## src/rtl/reference_buffer_ctrl.sv

```systemverilog
// Read-index sequencer for the CAF reference buffer: issues multi-sweep index
// streams with wrap-around and tracks the returned samples per sweep.
//
//   state   | meaning
//   --------+------------------------------------------------------------
//   S_IDLE  | waiting for a start command with non-zero len and sweeps
//   S_RUN   | issuing indices, bounded by the outstanding limit
//   S_DRAIN | all indices issued, collecting remaining samples
//   S_DONE  | one-cycle completion pulse
module reference_buffer_ctrl #(
  parameter int BUFFER_BITS     = 8,
  parameter int LEN_BITS        = 8,
  parameter int SWEEP_BITS      = 8,
  parameter int MAX_OUTSTANDING = 4
) (
  input  logic                   clk,
  input  logic                   rst_n,
  input  logic                   start,
  input  logic [BUFFER_BITS-1:0] cfg_base,
  input  logic [LEN_BITS-1:0]    cfg_len,
  input  logic [SWEEP_BITS-1:0]  cfg_sweeps,
  input  logic [BUFFER_BITS-1:0] cfg_stride,
  output logic                   m_axis_index_tvalid,
  output logic [BUFFER_BITS-1:0] m_axis_index_tdata,
  input  logic                   m_axis_index_tready,
  input  logic                   buf_data_tvalid,
  output logic                   buf_data_tready,
  input  logic                   out_tready,
  output logic                   out_tlast,
  output logic [SWEEP_BITS-1:0]  out_sweep,
  output logic                   busy,
  output logic                   done
);

  typedef enum logic [1:0] {S_IDLE, S_RUN, S_DRAIN, S_DONE} state_t;

  localparam logic [3:0] MAX_OUT = 4'(MAX_OUTSTANDING);

  state_t state, state_nx;

  logic [LEN_BITS-1:0]    len_q;
  logic [SWEEP_BITS-1:0]  sweeps_q;
  logic [BUFFER_BITS-1:0] stride_q;
  logic [BUFFER_BITS-1:0] sweep_base;
  logic [BUFFER_BITS-1:0] iss_addr;
  logic [LEN_BITS-1:0]    iss_cnt;
  logic [SWEEP_BITS-1:0]  iss_sweep;
  logic [LEN_BITS-1:0]    ret_cnt;
  logic [SWEEP_BITS-1:0]  ret_sweep;
  logic [3:0]             outstanding;
  logic [3:0]             outstanding_nx;
  logic                   tvalid_q;
  logic                   tvalid_nx;

  logic active;
  logic start_ok;
  logic hs;
  logic acc;
  logic iss_end_sweep;
  logic iss_last;
  logic ret_end_sweep;
  logic ret_last;

  assign active        = (state == S_RUN) || (state == S_DRAIN);
  assign start_ok      = start && (cfg_len != '0) && (cfg_sweeps != '0);
  assign hs            = tvalid_q && m_axis_index_tready;
  // A sample with nothing outstanding is a protocol error; it is not counted.
  assign acc           = buf_data_tvalid && buf_data_tready && (outstanding != 4'd0);
  assign iss_end_sweep = (iss_cnt == len_q - LEN_BITS'(1));
  assign iss_last      = hs && iss_end_sweep && (iss_sweep == sweeps_q - SWEEP_BITS'(1));
  assign ret_end_sweep = (ret_cnt == len_q - LEN_BITS'(1));
  assign ret_last      = acc && ret_end_sweep && (ret_sweep == sweeps_q - SWEEP_BITS'(1));

  always_ff @(posedge clk) begin
    if (!rst_n) state <= S_IDLE;
    else        state <= state_nx;
  end

  always_comb begin
    state_nx = state;
    case (state)
      S_IDLE:  if (start_ok) state_nx = S_RUN;
      S_RUN:   if (iss_last) state_nx = S_DRAIN;
      S_DRAIN: if (ret_last) state_nx = S_DONE;
      S_DONE:  state_nx = S_IDLE;
      default: state_nx = S_IDLE;
    endcase
  end

  always_comb begin
    busy                = active;
    done                = (state == S_DONE);
    buf_data_tready     = active ? out_tready : 1'b0;
    out_tlast           = active && buf_data_tvalid && ret_end_sweep;
    out_sweep           = ret_sweep;
    m_axis_index_tvalid = tvalid_q;
    m_axis_index_tdata  = iss_addr;
  end

  always_comb begin
    outstanding_nx = outstanding;
    if (hs && !acc)      outstanding_nx = outstanding + 4'd1;
    else if (!hs && acc) outstanding_nx = outstanding - 4'd1;
  end

  // tvalid is registered, so it looks one cycle ahead at the outstanding count;
  // once raised it is held until the handshake.
  always_comb begin
    tvalid_nx = 1'b0;
    case (state)
      S_IDLE: tvalid_nx = start_ok;
      S_RUN: begin
        if (iss_last)              tvalid_nx = 1'b0;
        else if (tvalid_q && !hs)  tvalid_nx = 1'b1;
        else                       tvalid_nx = (outstanding_nx < MAX_OUT);
      end
      default: tvalid_nx = 1'b0;
    endcase
  end

  always_ff @(posedge clk) begin
    if (!rst_n) begin
      len_q       <= '0;
      sweeps_q    <= '0;
      stride_q    <= '0;
      sweep_base  <= '0;
      iss_addr    <= '0;
      iss_cnt     <= '0;
      iss_sweep   <= '0;
      ret_cnt     <= '0;
      ret_sweep   <= '0;
      outstanding <= '0;
      tvalid_q    <= 1'b0;
    end else begin
      tvalid_q <= tvalid_nx;
      if (state == S_IDLE && start_ok) begin
        len_q       <= cfg_len;
        sweeps_q    <= cfg_sweeps;
        stride_q    <= cfg_stride;
        sweep_base  <= cfg_base;
        iss_addr    <= cfg_base;
        iss_cnt     <= '0;
        iss_sweep   <= '0;
        ret_cnt     <= '0;
        ret_sweep   <= '0;
        outstanding <= '0;
      end else begin
        outstanding <= outstanding_nx;
        if (hs) begin
          if (iss_end_sweep) begin
            iss_cnt    <= '0;
            iss_sweep  <= iss_sweep + SWEEP_BITS'(1);
            sweep_base <= sweep_base + stride_q;
            iss_addr   <= sweep_base + stride_q;
          end else begin
            iss_cnt  <= iss_cnt + LEN_BITS'(1);
            iss_addr <= iss_addr + BUFFER_BITS'(1);
          end
        end
        if (acc) begin
          if (ret_end_sweep) begin
            ret_cnt   <= '0;
            ret_sweep <= ret_sweep + SWEEP_BITS'(1);
          end else begin
            ret_cnt <= ret_cnt + LEN_BITS'(1);
          end
        end
      end
    end
  end

endmodule
```

## config.mk

```make
export PLATFORM = sky130hd
export DESIGN_NAME = reference_buffer_ctrl
export DESIGN_NICKNAME = d
export VERILOG_FILES = /design/src/rtl/reference_buffer_ctrl.sv
export SDC_FILE = /design/constraint.sdc
export NUM_CORES = 1
export LEC_CHECK = 0
export ABC_CLOCK_PERIOD_IN_PS = 3000
export BUFFER_PORTS_ARGS = -buffer_cell sky130_fd_sc_hd__clkbuf_2
export CAP_MARGIN = 20
export CORE_MARGIN = 1.5
export CORE_UTILIZATION = 53
export CTS_BUF_LIST = sky130_fd_sc_hd__clkbuf_16
export CTS_CLUSTER_SIZE = 20
export DETAILED_ROUTE_END_ITERATION = 6
export GPL_ROUTABILITY_DRIVEN = 0
export PLACE_DENSITY = 0.83
export SKIP_LAST_GASP = 1
export SLEW_MARGIN = 20
export SYNTH_ARGS = -nofsm -noshare
export SYNTH_HDL_FRONTEND = slang
export SYNTH_SLANG_ARGS = --single-unit
```

## constraint.sdc

```tcl
create_clock -name clk -period 3 [get_ports clk]
set_clock_uncertainty 0.2 [all_clocks]
set_input_delay 0.3 -clock clk [delete_from_list [all_inputs] [get_ports clk]]
set_output_delay 0.3 -clock clk [all_outputs]
set_load 0.01 [all_outputs]
```

==> metrics <==
# diodes 0; core area 8720 sq um; Int Power 2.57 mW; cells along the critical path or3b_1 -> a32o_1 -> a2111oi_4 -> nand4_4 -> or3_4 -> o31a_1 -> or3b_1 -> a21oi_2; clk slew on worst S/H paths 70 ps; initial antenna violation count 0; clock share of power 0.291; maximum buffer depth of the clock tree 2; root buf cell clkbuf_16; Crit Reg-Reg Startpoint len_q[2]$_SDFFE_PN0P_; critical path launch point type flip-flop; pwr/cell area 702 nW/um^2; slowest cell on the critical path a2111oi_4; Post-DP HPWL 8.74 mm; total iterations of the first detailed-routing run 5; Die ar. 9550 sq um; r2r worst-path depth 8; Hold Vio Cnt, Final 1; top_reg_cell synth dfxtp_1; Initial Util 0.545; Mapped Area 4750 sq um; failing checks hold timing; first-pass GRT wire length 20.3 mm; Post-synth EDFFs 0; Min-Delay Path Depth 3; largest net degree at the start of global routing 32; PnR Total Power 4.05 mW; Worst Hold Class in2reg; register share of total power 0.324; routed vias 4559; Slew @ Worst Pin 1040 ps; vias in the first global route 4533; Residual DRC 0; Tcrit/Tclk final 0.982; number of synthesized register bits 79; CP peak stage delay 420 ps; Max IR drop VDD 378 uV; initial DRC count 334; drt via density 5.77; Worst Setup SP len_q[2]$_SDFFE_PN0P_; Die X 97.7 microns; sequential area share after synthesis 0.333; NetSw 1.48 mW; Slew Viols, Final 0; Fin Hold WS -0.180 ps; hold_sp cfg_len[4]; Port Buffers 58; row count 34; CTS tree yes; Avg Cell Area, Syn 7.91 sq um; Critical Path Sink state[1]$_SDFFE_PN0P_; combinational power share 0.385; switching fraction of total power 0.364; Crit path arrival time 3000 ps; RSZ-0062 raised after global routing true; Total GRT Usage 0.262; run status finished with violations; WL final 12.3 mm; Max Clk Rate 339 MHz; Worst path most repeated cell or3b_1; Ports 59; routed len/inst 15.6 microns; final setup violation count 0; Mapped Nets 662; Post-Syn Instances 601; yosys warns 0; CP required 3060 ps; Final Net Count 738; clock sinks 79; crit path time final 2950 ps; Rel. slew slack 0.307; Setup TNS 0 ps; Max Cap Viol 0; CP Capture Type flip-flop; asr flop ratio synth 0; H-tree levels 3; synth-to-layout area growth 21.3%; total gr overflow 0; layout cells sized above 1 0.186; CTS Buf Count 9; critical path class reg2reg; crit-path max FO 3; Routed Antenna Nets 0; LEAKAGE 2.29 nW; Netlist cell types 66; FF-to-FF setup slack 50 ps; insertion delay to the later sink of the worst-skew pair 340 ps; terminus of the critical flop-to-flop path state[1]$_SDFFE_PN0P_; DIE HEIGHT 97.7 microns
==> placed cells by master, fill, tap and decap left out, types with 3 or more instances in the layout <==
cell type and count:
nand2_1 97, dfxtp_1 77, clkbuf_2 58, nor2_1 52
a21oi_1 48, xor2_1 34, xnor2_1 33, buf_4 28
o21ai_0 25, ha_1 21, inv_1 18, nand3_1 16
nand4_1 14, nor3_1 13, dlygate4sd3_1 12, a31oi_1 11
and3_1 9, clkbuf_16 9, o22ai_1 6, nor4_1 6
nand2b_1 5, a211oi_1 5, nor2b_1 5, o211ai_1 5
nor3b_1 3, a311oi_1 3, o21a_1 3, clkinvlp_4 3
==> worst min path at each step <==
stage / end / slack, ps
6_report: len_q[4]$_SDFFE_PN0P_ / -0.2
5_1_grt: m_axis_index_tdata[4]$_SDFFE_PN0P_ / 8
4_1_cts: len_q[4]$_SDFFE_PN0P_ / 3
3_5_place_dp: stride_q[3]$_SDFFE_PN0P_ / 260
3_3_place_gp: stride_q[2]$_SDFFE_PN0P_ / 250
2_1_floorplan: m_axis_index_tdata[3]$_SDFFE_PN0P_ / 230
==> metrics by stage <==
stage | utilization | setup WS [ps] | instances | cell area [sq um] | hold slack (ps)
after floorplan | - | 3.22 | 601 | 4760 | 230
after global placement | 0.601 | 119 | 758 | 5240 | 252
after detailed placement | 0.601 | 7.74 | 758 | 5240 | 256
after CTS | 0.655 | -7.05 | 788 | 5710 | 2.62
after global routing | 0.661 | -38.4 | 790 | 5770 | 8.02
final | 0.661 | 54.2 | 790 | 5770 | -0.180
==> power by group through the flow <==
stage	registers (mW)	clock network, mW	logic, mW
2_1_floorplan	1.30	0	1.06
3_3_place_gp	1.32	0	1.40
3_5_place_dp	1.33	0	1.45
4_1_cts	1.31	1.19	1.51
5_1_grt	1.33	1.24	1.71
6_report	1.31	1.18	1.56
==> metal layers <==
metal | GRT usage | part of all wire | vias to the layer above
met5 | 0 | 0 | -
met4 | 0.124 | 0.026 | 0
met3 | 0.0547 | 0.060 | 28
met2 | 0.459 | 0.50 | 159
met1 | 0.305 | 0.42 | 2128
li1 | - | - | 2244
==> final cells by class <==
cell class / instances / area, sq um
Fill cell: 701 / 2960
Inverter: 20 / 75.1
Clock inverter: 7 / 96.3
Sequential cell: 79 / 1580
Clock buffer: 9 / 225
Tap cell: 108 / 135
Multi-Input combinational cell: 468 / 3010
Timing Repair Buffer: 99 / 641
==> cells in the mapped netlist, types with 3 or more instances <==
| library cell | n | area [sq um] |
|---|---|---|
| a211oi_1 | 5 | 37.5 |
| a21oi_1 | 49 | 245 |
| a311oi_1 | 3 | 26.3 |
| a31oi_1 | 11 | 68.8 |
| and2_1 | 3 | 18.8 |
| and3_1 | 9 | 56.3 |
| buf_2 | 4 | 20.0 |
| clkbuf_1 | 27 | 101 |
| dfxtp_1 | 79 | 1580 |
| ha_1 | 22 | 275 |
| inv_1 | 20 | 75.1 |
| nand2_1 | 97 | 364 |
| nand2b_1 | 5 | 31.3 |
| nand3_1 | 16 | 80.1 |
| nand4_1 | 14 | 87.6 |
| nor2_1 | 53 | 199 |
| nor2b_1 | 5 | 31.3 |
| nor3_1 | 14 | 70.1 |
| nor3b_1 | 3 | 22.5 |
| nor4_1 | 6 | 37.5 |
| o211ai_1 | 5 | 37.5 |
| o21a_1 | 3 | 22.5 |
| o21ai_0 | 26 | 130 |
| o22ai_1 | 6 | 37.5 |
| xnor2_1 | 34 | 298 |
| xor2_1 | 35 | 307 |
==> logic make-up (layout without fill, tap and decap cells) <==
group,Yosys count,count (layout),synth area share
buffers and inverters,54,135,0.0461
xor gates and xnor gates,70,70,0.132
muxes,3,3,0.00658
adders and majority gates,23,23,0.0621
and+or+nand+nor,244,244,0.251
AOI/OAI and AO/OA,128,128,0.170
DFF,79,79,0.333
==> registers in the layout, summed over array words and instances (netlist names), 8 cells and up <==
signal,flops
iss_cnt,8
m_axis_index_tdata,8
out_sweep,8
ret_cnt,8
sweep_base,8
stride_q,8
iss_sweep,8
len_q,8
sweeps_q,8
==> worst max-delay path: cells and delay by family, from the launching register on <==
kind	cells	cell delay (ps)
AND/OR/NAND/NOR	4	1270
AO/OA/AOI/OAI	4	1080
flip-flops	1	310
==> timing repair <==
| action | 4_1_cts | 5_1_grt |
|---|---|---|
| hold endpoints to repair | 12 | 0 |
| hold buffers | 12 | 0 |
| setup endpoints to repair | 1 | 13 |
| pin swaps | 8 | 6 |
| setup buffers | 2 | 2 |
| resized for setup | 5 | 10 |
Note: power is estimated with default switching activity, not from simulation.
